$ cat src/rtl/rv32_muldiv_pkg.sv
// Shared state encoding, funct3 codes and special-result constants for the
// M-extension sequencer.
package rv32_muldiv_pkg;

  typedef enum logic [1:0] {
    ST_IDLE   = 2'd0,
    ST_LAUNCH = 2'd1,
    ST_WAIT   = 2'd2,
    ST_DONE   = 2'd3
  } muldiv_state_e;

  localparam logic [2:0] MULDIV_MUL    = 3'b000;
  localparam logic [2:0] MULDIV_MULH   = 3'b001;
  localparam logic [2:0] MULDIV_MULHSU = 3'b010;
  localparam logic [2:0] MULDIV_MULHU  = 3'b011;
  localparam logic [2:0] MULDIV_DIV    = 3'b100;
  localparam logic [2:0] MULDIV_DIVU   = 3'b101;
  localparam logic [2:0] MULDIV_REM    = 3'b110;
  localparam logic [2:0] MULDIV_REMU   = 3'b111;

  localparam logic [31:0] DIV0_QUOTIENT = 32'hFFFF_FFFF;
  localparam logic [31:0] INT_MIN       = 32'h8000_0000;

endpackage

$ cat src/rtl/rv32_muldiv_special.sv
// Detects div/rem operand pairs whose result is fixed by the ISA
// (divide-by-zero, signed overflow) so they never reach the iterative unit.
module rv32_muldiv_special
  import rv32_muldiv_pkg::*;
(
  input  logic [2:0]  op_i,
  input  logic [31:0] a_i,
  input  logic [31:0] b_i,
  output logic        is_special_o,
  output logic [31:0] special_result_o
);

  logic div0, ovf;

  assign div0 = (b_i == 32'd0);
  assign ovf  = (a_i == INT_MIN) && (b_i == DIV0_QUOTIENT);

  always_comb begin
    is_special_o     = 1'b0;
    special_result_o = '0;
    case (op_i)
      MULDIV_DIV: begin
        if (div0)     begin is_special_o = 1'b1; special_result_o = DIV0_QUOTIENT; end
        else if (ovf) begin is_special_o = 1'b1; special_result_o = INT_MIN; end
      end
      MULDIV_DIVU: if (div0) begin is_special_o = 1'b1; special_result_o = DIV0_QUOTIENT; end
      MULDIV_REM: begin
        if (div0)     begin is_special_o = 1'b1; special_result_o = a_i; end
        else if (ovf) begin is_special_o = 1'b1; special_result_o = '0; end
      end
      MULDIV_REMU: if (div0) begin is_special_o = 1'b1; special_result_o = a_i; end
      MULDIV_MUL, MULDIV_MULH, MULDIV_MULHSU, MULDIV_MULHU: ;
      default: ;
    endcase
  end

endmodule

$ cat src/rtl/rv32_muldiv_ctrl.sv
// Execute-stage sequencer for the multi-cycle mul/div unit: launch, stall, capture.
// Optional result reuse of the last completed op under RV32_MULDIV_CACHE_EN.
module rv32_muldiv_ctrl
  import rv32_muldiv_pkg::*;
#(
  parameter int unsigned TIMEOUT_CYCLES = 40,
  parameter int unsigned CNT_W          = 6
) (
  input  logic        clk_i,
  input  logic        rst_n_i,
  input  logic        valid_e_i,
  input  logic [2:0]  op_e_i,
  input  logic [31:0] rs1_e_i,
  input  logic [31:0] rs2_e_i,
  input  logic        flush_e_i,
  input  logic        unit_done_i,
  input  logic [31:0] unit_result_i,
  output logic        unit_start_o,
  output logic        unit_kill_o,
  output logic [2:0]  unit_op_o,
  output logic [31:0] unit_a_o,
  output logic [31:0] unit_b_o,
  output logic        stall_o,
  output logic        result_valid_o,
  output logic [31:0] result_o,
  output logic        timeout_o
);

  localparam logic [CNT_W-1:0] TMO_LIMIT = CNT_W'(TIMEOUT_CYCLES);

  muldiv_state_e    state_q, state_d;
  logic [CNT_W-1:0] cnt_q, cnt_d;
  logic [2:0]       op_q, op_d;
  logic [31:0]      a_q, a_d, b_q, b_d, res_q, res_d;
  logic             tmo_q, tmo_d;
  logic             accept, is_special, hit;
  logic [31:0]      special_result, hit_result;

  assign accept = valid_e_i && !flush_e_i;

  rv32_muldiv_special u_special (
    .op_i             (op_e_i),
    .a_i              (rs1_e_i),
    .b_i              (rs2_e_i),
    .is_special_o     (is_special),
    .special_result_o (special_result)
  );

`ifdef RV32_MULDIV_CACHE_EN
  logic        c_vld_q, c_wr;
  logic [2:0]  c_op_q;
  logic [31:0] c_a_q, c_b_q, c_res_q;

  assign hit        = c_vld_q && (c_op_q == op_e_i) && (c_a_q == rs1_e_i) && (c_b_q == rs2_e_i);
  assign hit_result = c_res_q;
  // Only genuine completions are remembered; timeouts and flushed ops are not.
  assign c_wr = ((state_q == ST_IDLE) && accept && (is_special || hit)) ||
                ((state_q == ST_WAIT) && !flush_e_i && unit_done_i);

  always_ff @(posedge clk_i or negedge rst_n_i) begin
    if (!rst_n_i) begin
      c_vld_q <= 1'b0;
      c_op_q  <= '0;
      c_a_q   <= '0;
      c_b_q   <= '0;
      c_res_q <= '0;
    end else if (c_wr) begin
      c_vld_q <= 1'b1;
      c_op_q  <= op_d;
      c_a_q   <= a_d;
      c_b_q   <= b_d;
      c_res_q <= res_d;
    end
  end
`else
  assign hit        = 1'b0;
  assign hit_result = '0;
`endif

  always_comb begin
    state_d        = state_q;
    cnt_d          = cnt_q;
    op_d           = op_q;
    a_d            = a_q;
    b_d            = b_q;
    res_d          = res_q;
    tmo_d          = tmo_q;
    unit_start_o   = 1'b0;
    unit_kill_o    = 1'b0;
    stall_o        = 1'b0;
    result_valid_o = 1'b0;
    case (state_q)
      ST_IDLE: begin
        if (accept) begin
          stall_o = 1'b1;
          op_d    = op_e_i;
          a_d     = rs1_e_i;
          b_d     = rs2_e_i;
          if (is_special) begin
            res_d   = special_result;
            state_d = ST_DONE;
          end else if (hit) begin
            res_d   = hit_result;
            state_d = ST_DONE;
          end else begin
            state_d = ST_LAUNCH;
          end
        end
      end
      ST_LAUNCH: begin
        if (flush_e_i) begin
          unit_kill_o = 1'b1;
          state_d     = ST_IDLE;
        end else begin
          unit_start_o = 1'b1;
          stall_o      = 1'b1;
          cnt_d        = '0;
          state_d      = ST_WAIT;
        end
      end
      ST_WAIT: begin
        // Priority: flush, then done, then timeout.
        if (flush_e_i) begin
          unit_kill_o = 1'b1;
          state_d     = ST_IDLE;
        end else begin
          stall_o = 1'b1;
          cnt_d   = cnt_q + CNT_W'(1);
          if (unit_done_i) begin
            res_d   = unit_result_i;
            state_d = ST_DONE;
          end else if (cnt_d == TMO_LIMIT) begin
            unit_kill_o = 1'b1;
            res_d       = '0;
            tmo_d       = 1'b1;
            state_d     = ST_DONE;
          end
        end
      end
      ST_DONE: begin
        result_valid_o = 1'b1;
        state_d        = ST_IDLE;
      end
      default: state_d = ST_IDLE;
    endcase
  end

  always_ff @(posedge clk_i or negedge rst_n_i) begin
    if (!rst_n_i) begin
      state_q <= ST_IDLE;
      cnt_q   <= '0;
      op_q    <= '0;
      a_q     <= '0;
      b_q     <= '0;
      res_q   <= '0;
      tmo_q   <= 1'b0;
    end else begin
      state_q <= state_d;
      cnt_q   <= cnt_d;
      op_q    <= op_d;
      a_q     <= a_d;
      b_q     <= b_d;
      res_q   <= res_d;
      tmo_q   <= tmo_d;
    end
  end

  assign unit_op_o = op_q;
  assign unit_a_o  = a_q;
  assign unit_b_o  = b_q;
  assign result_o  = res_q;
  assign timeout_o = tmo_q;

endmodule

$ cat config.mk
export PLATFORM = sky130hd
export DESIGN_NAME = rv32_muldiv_ctrl
export DESIGN_NICKNAME = d
export VERILOG_FILES = /design/src/rtl/rv32_muldiv_pkg.sv /design/src/rtl/rv32_muldiv_special.sv /design/src/rtl/rv32_muldiv_ctrl.sv
export SDC_FILE = /design/constraint.sdc
export NUM_CORES = 1
export LEC_CHECK = 0
export ABC_AREA = 1
export BUFFER_PORTS_ARGS = -buffer_cell sky130_fd_sc_hd__buf_2
export CAP_MARGIN = 30
export CORE_ASPECT_RATIO = 0.7
export CORE_UTILIZATION = 44
export DETAILED_ROUTE_END_ITERATION = 7
export HOLD_SLACK_MARGIN = 0.12
export PLACE_DENSITY_LB_ADDON = 0.08
export SYNTH_ARGS = -nofsm -noshare
export SYNTH_HDL_FRONTEND = slang
export SYNTH_SLANG_ARGS = --single-unit
$ cat constraint.sdc
create_clock -name clk_i -period 1.7 [get_ports clk_i]
set_input_delay 0.34 -clock clk_i [delete_from_list [all_inputs] [get_ports clk_i]]
set_output_delay 0.34 -clock clk_i [all_outputs]
set_load 0.005 [all_outputs]
==> results.ini <==
[outcome]
status = finished with violations
failed_checks = setup timing

[final_layout]
drive_above_1_share = 0.5251
fin_area_sq_um = 7777
final_common_cell = buf_2
final_cell_mix = 206 x buf_2, 125 x nand2_1, 108 x dfrtp_1
area_delta_synth_final_pct = 50.91
fin_util = 0.6938
finalNetCount = 960
fillCellCount = 925
num_antenna_cells = 0

[floorplanning]
die_h_um = 92.55
core_sq_um = 11210
die-area_sq_um = 12160
io_pins = 208
initial_utilization = 0.4597
placementRows = 32
die_x_um = 131.4

[timing]
hold_ws_ns = 0.2498
setup_viol = 34
layout_min_cycle_time_ns = 2.277
clock_skew_ns = 0.006955
relSlewSlack = 0.6721
worst_pin_slew_ns = 0.4918
finalCritPeriodShare = 1.339
tns_ns = -8.729
rsz0062_at_grt = yes
setup_ws_ns = -0.5769
slew_violations = 0
max_freq_mhz = 439.2
hold_viol = 0

[route]
wl_per_cell_um = 16.40
drcViolationCount = 0
vias_per_cell = 5.063
drt_wl_total_um = 16530
drtIter0Drc = 247
drt_pre_antenna_iters = 7
drtAntennaViolNets = 0
num_vias = 5104

[critical_path]
reg2reg_slack_ns = -0.28
critPathLaunchType = register
r2r_end = result_o[29]$_DFFE_PN0P_
startpoint = cnt_q[0]$_DFFE_PN0P_
crit_fanout = 3
worstSetupEndpoint = unit_kill_o
worstSetupPathType = register to output pin
worst_setup_path_end_kind = output pin
required_ns = 1.36
worstPathArrival_ns = 1.94
r2r_start = cnt_q[0]$_DFFE_PN0P_
worstRegToRegCells = 15

[clock_tree]
cts.sinks = 108
cts_max_level = 3
clk_pin_slew_ns = 0.07
clk_path_buf_depth = 2
numCtsBuffers = 9
root_buffer = clkbuf_16
cts_tree = built
clk_latency_ns = 0.35

[global_route]
track_usage = 0.2691
grt_pass1_wl_um = 25470
grt_pass1_vias = 5068
grt-ovfl-total = 0
grt_antenna_before_repair = 0
grt_max_degree = 44

[power]
p_leak_nw = 4.179
power_per_cell_area_nw_per_um2 = 1508
fin_total_pwr_w = 0.01173
irDropWorstVdd_v = 0.0007183

[synth]
postSynthAreaPerCell_sq_um = 8.780
syn_nets = 697
yosys_register_bits = 108
syn_inst = 587
ys_seq_area_frac = 0.5244
yosysWarnings = 0
syn_area_sq_um = 5154
synth.distinct_cells = 26

[placement]
hpwl_um = 11100
port_buffers = 207
routabilityCongestion = 0.8510
place_area_sq_um = 6738

[hold_path]
holdCritPathClass = input pin to register

[run]
max_cap_violations = 0

-- metrics by stage --
stage          setup WS (ns)  instances
2_1_floorplan       0.007384        587
3_3_place_gp         -0.1069        970
3_5_place_dp         -0.1444        970
4_1_cts              -0.4976       1004
5_1_grt              -0.6684       1008
6_report             -0.5769       1008
-- worst min-delay path by stage --
stage	endpoint	slack, ns	startpoint	cells after the start
after floorplan	cnt_q[0]$_DFFE_PN0P_	0.04	rst_n_i	0
after global placement	unit_b_o[1]$_DFFE_PN0P_	0.33	rst_n_i	1
after detailed placement	unit_b_o[1]$_DFFE_PN0P_	0.34	rst_n_i	1
after CTS	unit_b_o[26]$_DFFE_PN0P_	0.24	rs2_e_i[26]	2
after global routing	unit_op_o[0]$_DFFE_PN0P_	0.24	op_e_i[0]	2
final	unit_op_o[0]$_DFFE_PN0P_	0.25	op_e_i[0]	2
-- final cells by class --
type / instances / area (sq um) / share of cell area
inverter: 33 / 138.9 / 0.01786
clock buffer: 10 / 229.0 / 0.02944
timing repair buffer: 275 / 1851 / 0.2379
sequential: 108 / 2703 / 0.3475
clock inverter: 6 / 70.07 / 0.009009
tap: 153 / 191.4 / 0.02461
multi-input combinational: 423 / 2595 / 0.3337
-- per-layer routing --
metal  wire length (um)  track usage  vias up
met4                183      0.06492        0
li1                   -            -     2407
met5                  0            0        -
met1               7154       0.3618     2445
met2               7987       0.4415      226
met3               1208      0.06404       26
-- cells by family after synthesis --
logic type	after synthesis	share of synthesized area
mux	56	0.1224
flops	108	0.5244
fa+ha+maj	6	0.01457
compound gates	55	0.05584
simple gates	306	0.2333
buf+inv	56	0.04953
-- synthesized netlist by cell type --
master,instances,area [sq um]
a21boi_0,1,7.510
a21oi_1,1,5.000
a22o_1,1,8.760
a31o_2,1,8.760
buf_2,7,35.03
buf_4,3,22.52
buf_6,3,33.78
clkbuf_1,10,37.54
clkinv_1,1,3.750
dfrtp_1,108,2703
ha_1,6,75.07
inv_1,27,101.4
inv_2,4,15.01
inv_4,1,6.260
mux2_2,56,630.6
nand2_1,201,754.5
nand2_4,1,11.26
nand3_1,12,60.06
nand4_1,7,43.79
nor2_1,80,300.3
nor2_4,1,11.26
nor3_1,3,15.01
o21ai_0,49,245.2
o21ai_1,1,5.000
o31ai_1,1,7.510
or2_2,1,6.260
-- critical path: stages (launching register included) --
cell and delay, ns:
dfrtp_1 0.37, ha_2 0.20, nand2_2 0.09, o21ai_1 0.14, nand2_1 0.10, nor2_2 0.15, nand2_2 0.10, nor2_2 0.10
nand2_1 0.06, a21boi_1 0.14, buf_2 0.14
-- timing repair --
item	4_1_cts	5_1_grt
gates cloned	6	1
setup endpoints to repair	35	59
resized for setup	51	90
setup buffers	11	5
hold endpoints to repair	29	0
pin swaps	15	25
hold buffers	1	0
-- state kept, by name, summed over array words and instances, names as in the netlist --
signal     cells
cnt_q          6
state_q        2
timeout_o      1
unit_a_o      32
unit_b_o      32
unit_op_o      3
result_o      32
-- report_power, final --
group          internal, W  leakage (nW)  switching (W)
logic              0.00292          2.68        0.00257
clock network      0.00116         0.136       0.000996
registers          0.00354          1.37       0.000541
Note: power is estimated with default switching activity, not from simulation.
